**src/rtl/iob_pbus_arbiter.sv**
```systemverilog
// ============================================================================
// Module      : iob_pbus_arbiter
// Description : Round-robin arbiter sharing one IOb-native slave port between
//               N_MASTERS IOb requesters. One transaction is outstanding at a
//               time. The bus is released on ready for writes and on rvalid
//               for reads.
//               Optional response watchdog: define IOB_PBUS_ARBITER_TIMEOUT_EN.
// Revision    : 1.0 - initial release
// ============================================================================
`default_nettype none

module iob_pbus_arbiter #(
  parameter int ADDR_W    = 32,
  parameter int DATA_W    = 32,
  parameter int N_MASTERS = 2,
  parameter int TIMEOUT_W = 10
) (
  input  logic                             clk_i,
  input  logic                             cke_i,
  input  logic                             arst_i,
  input  logic [N_MASTERS-1:0]             m_valid_i,
  input  logic [N_MASTERS*ADDR_W-1:0]      m_addr_i,
  input  logic [N_MASTERS*DATA_W-1:0]      m_wdata_i,
  input  logic [N_MASTERS*(DATA_W/8)-1:0]  m_wstrb_i,
  output logic [N_MASTERS-1:0]             m_ready_o,
  output logic [N_MASTERS-1:0]             m_rvalid_o,
  output logic [DATA_W-1:0]                m_rdata_o,
  output logic                             s_valid_o,
  output logic [ADDR_W-1:0]                s_addr_o,
  output logic [DATA_W-1:0]                s_wdata_o,
  output logic [DATA_W/8-1:0]              s_wstrb_o,
  input  logic                             s_ready_i,
  input  logic                             s_rvalid_i,
  input  logic [DATA_W-1:0]                s_rdata_i,
  output logic [N_MASTERS-1:0]             grant_o,
  output logic                             timeout_o
);

  localparam int STRB_W = DATA_W / 8;
  localparam int IDX_W  = $clog2(N_MASTERS);
  localparam logic [IDX_W-1:0] LAST_RST = IDX_W'(N_MASTERS - 1);

  // Reject illegal configurations at elaboration time
  if (N_MASTERS < 2 || TIMEOUT_W < 1) begin : g_param_check
    $error("iob_pbus_arbiter: N_MASTERS must be >= 2 and TIMEOUT_W >= 1");
  end

  typedef enum logic [1:0] {
    S_IDLE = 2'd0,
    S_REQ  = 2'd1,
    S_RESP = 2'd2
  } state_t;

  state_t               state_q, state_d;
  logic [N_MASTERS-1:0] grant_q, grant_d;
  logic [IDX_W-1:0]     last_q, last_d;

  // Request fields of the currently granted master
  logic                 g_valid;
  logic [ADDR_W-1:0]    g_addr;
  logic [DATA_W-1:0]    g_wdata;
  logic [STRB_W-1:0]    g_wstrb;

  // Round-robin arbitration result
  logic                 hi_found, lo_found;
  logic [IDX_W-1:0]     hi_idx, lo_idx, win_idx;
  logic [N_MASTERS-1:0] win_onehot;

  logic                 wd_expired;

`ifdef IOB_PBUS_ARBITER_TIMEOUT_EN
  localparam logic [DATA_W-1:0] DEAD_DATA = DATA_W'(32'hDEAD_BEEF);

  logic [TIMEOUT_W-1:0] wd_q;

  // Watchdog: held at zero while idle, so it restarts on every entry to REQ
  always_ff @(posedge clk_i or posedge arst_i) begin
    if (arst_i) begin
      wd_q <= '0;
    end else if (cke_i) begin
      if (state_q == S_IDLE) wd_q <= '0;
      else                   wd_q <= wd_q + 1'b1;
    end
  end

  assign wd_expired = (state_q != S_IDLE) && (wd_q == {TIMEOUT_W{1'b1}});
`else
  localparam logic [DATA_W-1:0] DEAD_DATA = '0;

  assign wd_expired = 1'b0;
`endif

  // AND-OR mux of the granted master's request (grant is one-hot or zero)
  always_comb begin
    g_valid = 1'b0;
    g_addr  = '0;
    g_wdata = '0;
    g_wstrb = '0;
    for (int i = 0; i < N_MASTERS; i++) begin
      if (grant_q[i]) begin
        g_valid = g_valid | m_valid_i[i];
        g_addr  = g_addr  | m_addr_i[i*ADDR_W +: ADDR_W];
        g_wdata = g_wdata | m_wdata_i[i*DATA_W +: DATA_W];
        g_wstrb = g_wstrb | m_wstrb_i[i*STRB_W +: STRB_W];
      end
    end
  end

  // Pick the first requester after last, wrapping to the lowest index
  always_comb begin
    hi_found = 1'b0;
    lo_found = 1'b0;
    hi_idx   = '0;
    lo_idx   = '0;
    for (int i = 0; i < N_MASTERS; i++) begin
      if (m_valid_i[i]) begin
        if (IDX_W'(i) > last_q) begin
          if (!hi_found) begin
            hi_found = 1'b1;
            hi_idx   = IDX_W'(i);
          end
        end else if (!lo_found) begin
          lo_found = 1'b1;
          lo_idx   = IDX_W'(i);
        end
      end
    end
    win_idx = hi_found ? hi_idx : lo_idx;
    for (int i = 0; i < N_MASTERS; i++) begin
      win_onehot[i] = (IDX_W'(i) == win_idx);
    end
  end

  // Next-state logic: one transaction at a time, always back through IDLE
  always_comb begin
    state_d = state_q;
    grant_d = grant_q;
    last_d  = last_q;
    case (state_q)
      S_IDLE: begin
        if (|m_valid_i) begin
          state_d = S_REQ;
          grant_d = win_onehot;
          last_d  = win_idx;
        end
      end
      S_REQ: begin
        if (wd_expired || !g_valid) begin
          state_d = S_IDLE;
          grant_d = '0;
        end else if (s_ready_i) begin
          if (|g_wstrb) begin
            state_d = S_IDLE;
            grant_d = '0;
          end else begin
            state_d = S_RESP;
          end
        end
      end
      S_RESP: begin
        if (wd_expired || s_rvalid_i) begin
          state_d = S_IDLE;
          grant_d = '0;
        end
      end
      default: begin
        state_d = S_IDLE;
        grant_d = '0;
      end
    endcase
  end

  // State, grant and last-granted registers; frozen while cke_i is low
  always_ff @(posedge clk_i or posedge arst_i) begin
    if (arst_i) begin
      state_q <= S_IDLE;
      grant_q <= '0;
      last_q  <= LAST_RST;
    end else if (cke_i) begin
      state_q <= state_d;
      grant_q <= grant_d;
      last_q  <= last_d;
    end
  end

  // Output steering driven from the registered state
  always_comb begin
    s_valid_o  = 1'b0;
    s_addr_o   = '0;
    s_wdata_o  = '0;
    s_wstrb_o  = '0;
    m_ready_o  = '0;
    m_rvalid_o = '0;
    m_rdata_o  = '0;
    case (state_q)
      S_REQ: begin
        s_valid_o = g_valid & ~wd_expired;
        s_addr_o  = g_addr;
        s_wdata_o = g_wdata;
        s_wstrb_o = g_wstrb;
        m_ready_o = grant_q & {N_MASTERS{s_ready_i | wd_expired}};
      end
      S_RESP: begin
        m_rvalid_o = grant_q & {N_MASTERS{s_rvalid_i | wd_expired}};
        m_rdata_o  = wd_expired ? DEAD_DATA : s_rdata_i;
      end
      default: begin
        s_valid_o = 1'b0;
      end
    endcase
  end

  assign grant_o   = grant_q;
  assign timeout_o = wd_expired;

endmodule

`default_nettype wire
```
**config.mk**
```make
export PLATFORM = sky130hd
export DESIGN_NAME = iob_pbus_arbiter
export DESIGN_NICKNAME = d
export VERILOG_FILES = /design/src/rtl/iob_pbus_arbiter.sv
export SDC_FILE = /design/constraint.sdc
export NUM_CORES = 1
export LEC_CHECK = 0
export BUFFER_PORTS_ARGS = -buffer_cell sky130_fd_sc_hd__buf_2
export CAP_MARGIN = 20
export CORE_AREA = 8 8 104 106
export DETAILED_ROUTE_END_ITERATION = 6
export DIE_AREA = 0 0 112 114
export SYNTH_ARGS = -nofsm -noshare
export SYNTH_HDL_FRONTEND = slang
export SYNTH_SLANG_ARGS = --single-unit
```
**constraint.sdc**
```tcl
create_clock -name clk_i -period 2.2 [get_ports clk_i]
set_input_delay 0.11 -clock clk_i [delete_from_list [all_inputs] [get_ports clk_i]]
set_output_delay 0.11 -clock clk_i [all_outputs]
set_load 0.01 [all_outputs]
```
==> results of run 1 <==
==> worst max-delay path: stages (launching register included) <==
cell      delay (ns)
dfrtp_1         0.41
nand2b_1        0.15
buf_4           0.20
nor2_8          0.10
buf_12          0.25
a22o_1          0.23
buf_2           0.14
==> logic make-up after synthesis <==
group,count (synthesis)
AOI/OAI and AO/OA,77
buffers and inverters,24
DFF,5
other,1
and+or+nand+nor,59
==> flip-flops by register name (all words and copies together) (netlist names) <==
signal,count
grant_o,2
state_q,2
last_q,1
==> metal layers <==
layer / track usage / vias up
met5: 0 / -
met4: 0.02158 / 0
met3: 0.05600 / 7
met2: 0.2855 / 166
met1: 0.1585 / 1177
li1: - / 1185
==> through the flow <==
step / setup slack (ns) / cells
floorplan: 0.8690 / 166
global placement: 0.5934 / 544
detailed placement: 0.5964 / 544
CTS: 0.3467 / 549
global route: 0.1947 / 550
finish: 0.3317 / 550
==> placed cells by master, fill, tap and decap left out, drive strengths merged <==
cell         synthesis  routed
o221ai               1       1
dfstp                1       1
and2                32      32
inv                  5       5
o21ba                1       1
or2                  3       3
dlygate4sd3          0       1
o21ai                5       5
clkbuf               5       4
nand2                2       2
nand3                3       3
or4                  2       2
diode                0       1
nand2b               2       2
conb                 1       1
a31oi                1       1
buf                 14     286
and3                 2       2
nor2b                1       1
nor4bb               1       1
a22o                64      64
nor3                 3       3
a22oi                5       5
nor2                 8       8
dfrtp                4       4
==> power breakdown <==
group | internal, µW | total (µW) | switching (µW)
sequential | 139 | 201 | 62.2
combinational | 802 | 1770 | 969
clock | 125 | 171 | 46.9
==> path summary, 6_finish.rpt <==
check	cells after the start	to	slack (ns)
setup reg to reg	4	state_q[1]	0.82
min in group asynchronous	3	grant_o[0]	0.34
setup / recovery	6	s_wdata_o[11]	0.33
hold / removal	4	grant_o[0]	0.24
max in group asynchronous	3	last_q	1.61
hold reg to reg	2	last_q	0.49
==> final cells by class <==
class	count	area (µm²)
Antenna cell	1	2.502
Clock buffer	4	45.04
Fill cell	1024	6269
Inverter	5	18.77
Multi-Input combinational cell	137	1030
Sequential cell	5	126.4
Tap cell	111	138.9
Timing Repair Buffer	287	1479
==> key figures, run 1 <==
Synthesis
  • EDFF count, synth: 0
  • Main combinational cell family by area after synthesis: compound AO/OA/AOI/OAI gates
  • Syn Nets: around 340
  • Leading area contributor after synthesis: a22o_1
  • Synth Area in Adders: 0
  • Asr flop ratio synth: 1.000
  • Most used DFF post-synth: dfrtp_1
  • Post-Synth Simple-Gate Area: 0.2964
  • Synth unique cells: 30
  • Post-Syn Area: 1275 µm²
  • Xor and xnor area share after synthesis: 0
  • Yosys warning count: 0
  • Mean Syn Cell Area: 7.681 µm²
  • Post-synthesis compound-gate area fraction: 0.5083
  • Ranking of synthesized cells by area: a22o_1, and2_1, dfrtp_1
  • Yosys reg bits: 5
  • Top-count cell post-synth: a22o_1
  • Register area share after synthesis: 0.09912
  • Top cell type's share of synthesized area: 0.4396
  • Post-synthesis mux area share: 0
  • Cells after Synth: 166
  • Most frequent cells after synthesis: a22o_1, and2_1, buf_2

Detailed routing
  • Metal2 WL: about 5.7 mm
  • Total number of vias: 2535
  • Wire per inst: 19.64 µm
  • Metal-1 WL: 3.897 mm
  • Pre-antenna DRT Iters: 4
  • DRT iter0 DRCs: 360
  • Routed WL: 10.80 mm
  • Met3 routed wirelength: 1.117 mm
  • Remaining routing DRC violations: 0
  • Antenna Nets Post-Route: 0
  • Via density: 4.609
  • Top Metal Used: met4

Outcome
  • Status: finished, final reports clean

Finish
  • Post-Route Utilization: 0.3118
  • Share of cells above drive strength 1: 0.6758
  • Layout area overhead: 122.8%
  • Final net count: 614
  • Final instance area: 2840 µm²

Power and ir drop
  • Maximum VDD drop: between 400 and 500 µV
  • Total power draw: ~2100 µW
  • Pleak: 0.001818 µW
  • Pwr Density: 754.6 nW/µm²

Clocking
  • Clock Tree Root: clkbuf_8
  • Clock Latency Late Sink: 0.22 ns
  • PostCTS Resize Cnt: 0
  • Hold buffers post-CTS: 1
  • Htree depth: 1
  • Cts bufs inserted: 3
  • CTS tree: built
  • CTS clk-pin slew, worst paths: about 0.040 ns
  • Num Clock Sinks: 5
  • CTS Buffer Depth: 2
  • Post-CTS setup buffers: 0

Global routing
  • Global-route wire length before repair: around 15 mm
  • Tot GR Track Use: 0.1507
  • Antenna violations before repair: 1
  • Largest net degree at the start of global routing: 65
  • Total congestion overflow: 0
  • Vias in the first global route: roughly 2600

Die
  • IO Pins: 283
  • Row count: 35
  • DIE AREA: between 10000 and 15000 µm²
  • Width of the die: roughly 110 µm
  • Chip Height: about 110 µm
  • Core Area: roughly 9100 µm²
  • Starting density of the core: 0.1400

Worst setup path
  • RR Startpoint: state_q[0]
  • Arrival @ worst endpoint: ~1.8 ns
  • Req. time, crit path: 2.09 ns
  • Critical path class: register to primary output
  • Crit Path Max Fanout: 64
  • CP Launch Type: register
  • Crit path capture type: primary output
  • Crit. Startpoint: state_q[1]

Timing
  • Clock skew: approximately 0.0026 ns
  • Hold_ws: 0.2440 ns
  • Fmax: 535.2 MHz
  • Count of final setup violators: 0
  • Ratio of final minimum period to clock period: 0.8492
  • Final Max Slew Viols: 0
  • Setup TNS: 0 ns
  • RSZ-0062 raised after global routing: no
  • Min cycle time layout: roughly 1.9 ns
  • Count of final hold-check violations: 0

Hold path
  • HP Class: input port to register
  • HP Start: m_valid_i[1]

Placed design
  • GP Congestion: 0.9479
  • Area after DPL: 2783 µm²
  • Buffers on Ports: 281
  • Dpl hpwl: between 9 and 10 mm

Run
  • Number of max-cap violations: 0
Note: power is estimated with default switching activity, not from simulation.
==> run 2, diff against run 1 <==
--- a/config.mk
+++ b/config.mk
@@ -7,9 +7,9 @@
 export LEC_CHECK = 0
 export BUFFER_PORTS_ARGS = -buffer_cell sky130_fd_sc_hd__buf_2
 export CAP_MARGIN = 20
-export CORE_AREA = 8 8 104 106
+export CORE_AREA = 8 8 105 107
 export DETAILED_ROUTE_END_ITERATION = 6
-export DIE_AREA = 0 0 112 114
+export DIE_AREA = 0 0 113 115
 export SYNTH_ARGS = -nofsm -noshare
 export SYNTH_HDL_FRONTEND = slang
 export SYNTH_SLANG_ARGS = --single-unit
==> constraint.sdc (replaced) <==
create_clock -name clk_i -period 1.75 [get_ports clk_i]
set_input_delay 0.0875 -clock clk_i [delete_from_list [all_inputs] [get_ports clk_i]]
set_output_delay 0.0875 -clock clk_i [all_outputs]
set_load 0.01 [all_outputs]
==> key figures, run 2 (synthesis gave the netlist of run 1 again) <==
Outcome
  • Status: finished, final reports clean

Worst setup path
  • Req. time, crit path: about 1.7 ns
  • Slowest Stage Delay on Critical Path: between 0.3 and 0.4 ns
  • RR Startpoint: state_q[1]
  • Arrival @ worst endpoint: 1.54 ns
  • Reg2reg setup slack: between 0.3 and 0.4 ns
  • Crit. Startpoint: state_q[1]
  • CP max-delay cell: dfrtp_1
  • Crit Path Max Fanout: 32
  • Critical path class: register to primary output
  • Crit path capture type: primary output
  • CP Launch Type: register
  • CP cell instances: nand2b_4 -> nor2_8 -> bufbuf_16 -> a22o_1 -> buf_2
  • Reg2reg path depth: 5
  • RR Endpoint: grant_o[0]

Clocking
  • Clock Tree Root: clkbuf_8
  • CTS tree: built
  • Cts bufs inserted: 3
  • CTS clk-pin slew, worst paths: 0.04 ns
  • Num Clock Sinks: 5
  • CTS Buffer Depth: 2
  • Htree depth: 1
  • Clock Latency Late Sink: roughly 0.22 ns

Die
  • Row count: 36
  • Core Area: 9459 µm²
  • IO Pins: 283
  • Chip Height: 115 µm
  • Width of the die: 113 µm
  • Starting density of the core: 0.1348
  • DIE AREA: ~13000 µm²

Finish
  • Share of cells above drive strength 1: 0.6847
  • Layout area overhead: 129.3%
  • Final cell count without fillers: 558
  • Post-Route Utilization: 0.3091
  • Most frequent cells in the layout: buf_2, a22o_1, and2_1
  • Final instance area: 2924 µm²
  • Final net count: 620
  • Antenna cells: 0
  • Commonest non-fill, non-tap cell in the layout: buf_2

Power and ir drop
  • Combinational fraction of design power: 0.847
  • Switching pwr: ~1400 µW
  • Clock Power Share: 0.074
  • Maximum VDD drop: 597.9 µV
  • Pwr Density: 971.2 nW/µm²
  • Internal power: 1448 µW
  • Pleak: 0.001862 µW
  • Sequential Power Share: 0.079
  • Switch share: 0.4902

Global routing
  • Tot GR Track Use: 0.1453
  • Total congestion overflow: 0
  • Global-route wire length before repair: 15.12 mm
  • Vias in the first global route: between 2000 and 3000
  • Largest net degree at the start of global routing: 35
  • Antenna violations before repair: 0

Hold path
  • HP Start: m_valid_i[1]
  • Hold path depth: 4
  • Hold EP: grant_o[0]
  • HP Class: input port to register

Placed design
  • Area after DPL: between 2000 and 3000 µm²
  • Buffers on Ports: 281
  • GP Congestion: 0.9203
  • Pre-CTS WS: 0.08001 ns
  • Dpl hpwl: between 8 and 9 mm
  • DP Cell Count: around 550

Detailed routing
  • Antenna Nets Post-Route: 0
  • Via density: 4.452
  • Routed WL: 10.45 mm
  • Total number of vias: approximately 2500
  • Pre-antenna DRT Iters: 4
  • Remaining routing DRC violations: 0
  • Wire per inst: 18.73 µm
  • DRT iter0 DRCs: 185

Run
  • Number of max-cap violations: 0

Timing
  • Count of final setup violators: 0
  • Fmax: between 600 and 700 MHz
  • Final Max Slew Viols: 0
  • Min cycle time layout: ~1.6 ns
  • Count of final hold-check violations: 0
  • Setup TNS: 0 ns
  • RSZ-0062 raised after global routing: no
  • Ratio of final minimum period to clock period: 0.9289
  • Worst setup margin: 0.1244 ns
  • Clock skew: 0.001533 ns
[run 2: cell types whose count changed in the layout (fill, tap and decap cells not counted)]
cell       before  now
diode_2         1    0
buf_6           0    1
nand2b_1        2    1
dfrtp_1         4    3
buf_4           3    7
nand2b_4        0    1
bufbuf_16       0    1
dfrtp_2         0    1
[run 2: power by group through the flow]
| stage | sequential, µW | combinational, µW | clock, µW |
|---|---|---|---|
| after floorplan | 217 | 1310 | 0 |
| after global placement | 212 | 2330 | 0 |
| after detailed placement | 215 | 2340 | 0 |
| after CTS | 216 | 2430 | 220 |
| after global routing | 227 | 2590 | 230 |
| final | 223 | 2410 | 211 |
[run 2: worst max-delay path by stage]
stage	cells after the start	end	slack [ns]
after global placement	5	s_wdata_o[23]	0.1
after detailed placement	5	s_wdata_o[30]	0.08
final	5	s_addr_o[23]	0.12
after CTS	5	s_addr_o[24]	0.005
after floorplan	5	s_addr_o[0]	0.44
after global routing	5	s_addr_o[24]	0.03
[run 2: per-stage QoR]
step                hold slack (ns)  power [µW]
floorplan                   -0.1347        1527
global placement           -0.01264        2538
detailed placement        -0.009358        2556
CTS                          0.2149        2868
global route                 0.2514        3050
finish                       0.2228        2840
[run 2: area by class of cell]
type | instances | area, µm²
Timing Repair Buffer | 293 | 1553
Inverter | 5 | 18.77
Clock buffer | 4 | 45.04
Multi-Input combinational cell | 137 | 1037
Sequential cell | 5 | 127.6
Tap cell | 114 | 142.6
Fill cell | 1036 | 6535
[run 2: metal layers]
| layer | share of wire | wire length [µm] | up-vias | track usage |
|---|---|---|---|---|
| li1 | - | - | 1194 | - |
| met1 | 0.36 | 3724 | 1134 | 0.1538 |
| met2 | 0.53 | 5520 | 152 | 0.2766 |
| met3 | 0.11 | 1122 | 4 | 0.05042 |
| met4 | 0.0083 | 87 | 0 | 0.02043 |
| met5 | 0 | 0 | - | 0 |
[run 2: timing repair]
| item | CTS | global route |
|---|---|---|
| gates cloned | 1 | 0 |
| setup endpoints to repair | 59 | 36 |
| endpoints found under the hold margin | 5 | 0 |
| hold buffers | 1 | 0 |
| resized for setup | 2 | 2 |
| pin swaps | 1 | 0 |
| setup buffers | 1 | 0 |
[run 2: worst max-delay path, delay by kind of cell (launching register included)]
family	cells	cell delay, ns
flops	1	0.37
simple gates	2	0.32
buf+inv	2	0.47
compound gates	1	0.15
==> run 3, diff against run 2 <==
--- a/config.mk
+++ b/config.mk
@@ -5,11 +5,13 @@
 export SDC_FILE = /design/constraint.sdc
 export NUM_CORES = 1
 export LEC_CHECK = 0
+export ABC_AREA = 1
 export BUFFER_PORTS_ARGS = -buffer_cell sky130_fd_sc_hd__buf_2
 export CAP_MARGIN = 20
-export CORE_AREA = 8 8 105 107
+export CORE_AREA = 8 8 104 106
 export DETAILED_ROUTE_END_ITERATION = 6
-export DIE_AREA = 0 0 113 115
+export DIE_AREA = 0 0 112 114
+export MAX_ROUTING_LAYER = met4
 export SYNTH_ARGS = -nofsm -noshare
 export SYNTH_HDL_FRONTEND = slang
 export SYNTH_SLANG_ARGS = --single-unit
==> key figures, run 3 <==
Outcome
  • Status: finished, final reports clean

Placed design
  • Area after DPL: 3077 µm²
  • GP Congestion: ~0.91
  • Dpl hpwl: 8.693 mm
  • DP Cell Count: 725
  • Pre-CTS WS: roughly 0.38 ns
  • Buffers on Ports: 281

Synthesis
  • Post-Syn Area: 1583 µm²
  • Post-synthesis compound-gate area fraction: 0.2213
  • Post-Synth Simple-Gate Area: 0.5107
  • EDFF count, synth: 0
  • Ranking of synthesized cells by area: nand2_1, a21oi_1, nor2_1
  • Synth Area in Adders: 0
  • Yosys reg bits: 5
  • Leading area contributor after synthesis: nand2_1
  • Cells after Synth: 353
  • Most frequent cells after synthesis: nand2_1, a21oi_1, nor2_1
  • Xor and xnor area share after synthesis: 0
  • Asr flop ratio synth: 1.000
  • Main combinational cell family by area after synthesis: simple AND/OR/NAND/NOR gates
  • Top-count cell post-synth: nand2_1
  • Post-synthesis mux area share: 0
  • Most used DFF post-synth: dfrtp_1
  • Mean Syn Cell Area: 4.484 µm²
  • Yosys warning count: 0
  • Synth unique cells: 17
  • Syn Nets: 528
  • Top cell type's share of synthesized area: 0.3842
  • Register area share after synthesis: 0.07984

Die
  • DIE AREA: 12770 µm²
  • Width of the die: 112 µm
  • Core Area: slightly above 9000 µm²
  • Starting density of the core: 0.1738
  • IO Pins: 283
  • Chip Height: 114 µm
  • Row count: 35

Clocking
  • CTS tree: built
  • CTS Buffer Depth: 2
  • Cts bufs inserted: 3
  • Clock Latency Late Sink: 0.22 ns
  • Htree depth: 1
  • CTS clk-pin slew, worst paths: about 0.030 ns
  • Post-CTS setup buffers: 0
  • Num Clock Sinks: 5
  • Clock Tree Root: clkbuf_8

Global routing
  • Largest net degree at the start of global routing: 52
  • Vias in the first global route: 3078
  • Total congestion overflow: 0
  • Antenna violations before repair: 1
  • Tot GR Track Use: 0.1457
  • Global-route wire length before repair: 15.24 mm

Detailed routing
  • Total number of vias: 3092
  • DRT iter0 DRCs: 288
  • Remaining routing DRC violations: 0
  • Antenna Nets Post-Route: 0
  • Via density: about 4.2
  • Routed WL: 10.12 mm
  • Pre-antenna DRT Iters: 4
  • Wire per inst: 13.85 µm

Timing
  • Min cycle time layout: around 1.5 ns
  • Fmax: 671.0 MHz
  • Hold_ws: 0.1430 ns
  • Count of final hold-check violations: 0
  • Final Max Slew Viols: 0
  • RSZ-0062 raised after global routing: no
  • Count of final setup violators: 0
  • Worst setup margin: around 0.26 ns
  • Clock skew: 0.0005640 ns
  • Ratio of final minimum period to clock period: 0.8516
  • Setup TNS: 0 ns

Finish
  • Most frequent cells in the layout: buf_2, nand2_1, a21oi_1
  • Commonest non-fill, non-tap cell in the layout: buf_2
  • Final cell count without fillers: 731
  • # fillers: 1054
  • Share of cells above drive strength 1: 0.4830
  • Final instance area: 3134 µm²
  • Multi-input gate area: 1162 µm²
  • Final net count: 795
  • Layout area overhead: 98.02%
  • Register area: 128.9 µm²

Worst setup path
  • Reg2reg path depth: 8
  • Crit path capture type: primary output
  • Crit Path Max Fanout: 50
  • Req. time, crit path: 1.66 ns
  • CP cell instances: buf_12 -> nand2_1 -> a21oi_1 -> buf_2
  • RR Endpoint: grant_o[0]
  • Critical path class: register to primary output
  • Reg2reg setup slack: 0.36 ns
  • Arrival @ worst endpoint: between 1 and 1.5 ns
  • Slowest Stage Delay on Critical Path: between 0.5 and 0.6 ns
  • CP Launch Type: register
  • RR Startpoint: grant_o[1]
  • CP max-delay cell: dfrtp_2

Hold path
  • Hold EP: last_q
  • Hold path depth: 3
  • HP Class: input port to register
  • HP Start: cke_i

Run
  • Number of max-cap violations: 0

Power and ir drop
  • Pleak: 0.002048 µW
  • Maximum VDD drop: 672.0 µV
  • Pwr Density: about 1000 nW/µm²
-- run 3: changes by cell type in the layout (fill, tap and decap cells not counted), sizes merged, moves of 5 or more --
| cell | change |
|---|---|
| inv | +35 |
| a22oi | -5 |
| a22o | -64 |
| and2 | -32 |
| nand2 | +161 |
| a21oi | +68 |
| nor2 | +34 |
-- run 3: cell families after synthesis --
logic type | Yosys count
and+or+nand+nor | 210
buffers and inverters | 67
other | 1
AOI/OAI and AO/OA | 70
DFF | 5
-- run 3: cell type report --
type,instances,area share
sequential,5,0.04112
tap,111,0.04431
clock buffer,4,0.01437
timing repair buffer,289,0.4806
antenna,1,0.0007984
multi-input combinational,281,0.3709
inverter,40,0.04790
-- run 3: worst max-delay path by stage --
| stage | depth (start not counted) | endpoint | slack, ns | startpoint |
|---|---|---|---|---|
| floorplan | 5 | s_addr_o[0] | 0.53 | grant_o[1] |
| global placement | 8 | grant_o[0] | 0.40 | grant_o[1] |
| detailed placement | 8 | grant_o[1] | 0.38 | grant_o[1] |
| CTS | 4 | s_wstrb_o[1] | 0.24 | grant_o[1] |
| global route | 4 | s_wstrb_o[1] | 0.12 | grant_o[1] |
| finish | 4 | s_wdata_o[23] | 0.26 | grant_o[1] |
-- run 3: critical path, delay by kind of cell, from the launching register on --
kind	cells	cell delay (ns)
compound gates	1	0.17
flops	1	0.51
simple gates	1	0.07
buf+inv	2	0.42
-- run 3: per-layer routing --
layer  up-vias  wire length [µm]  track usage
met5         -                 0            -
li1       1600                 -            -
met3        10               877      0.02958
met2       172              5370       0.2706
met1      1310              3767       0.1539
met4         0               108      0.04137
-- run 3: timing repair --
| action | 4_1_cts | 5_1_grt |
|---|---|---|
| hold endpoints to repair | 5 | 0 |
| gates resized for setup | 0 | 0 |
| hold buffers | 1 | 0 |
-- run 3: report_power, final --
group	switching (µW)	total [µW]	internal (µW)
clock network	52.3	208	156
registers	99.4	275	176
logic	1710	2730	1020
total	1860	3220	1360
-- run 3: stage by stage --
step / total power [µW] / utilization
floorplan: 1921 / -
global route: 3557 / 0.3441
global placement: 3015 / 0.3378
detailed placement: 3042 / 0.3378
finish: 3216 / 0.3441
CTS: 3268 / 0.3438
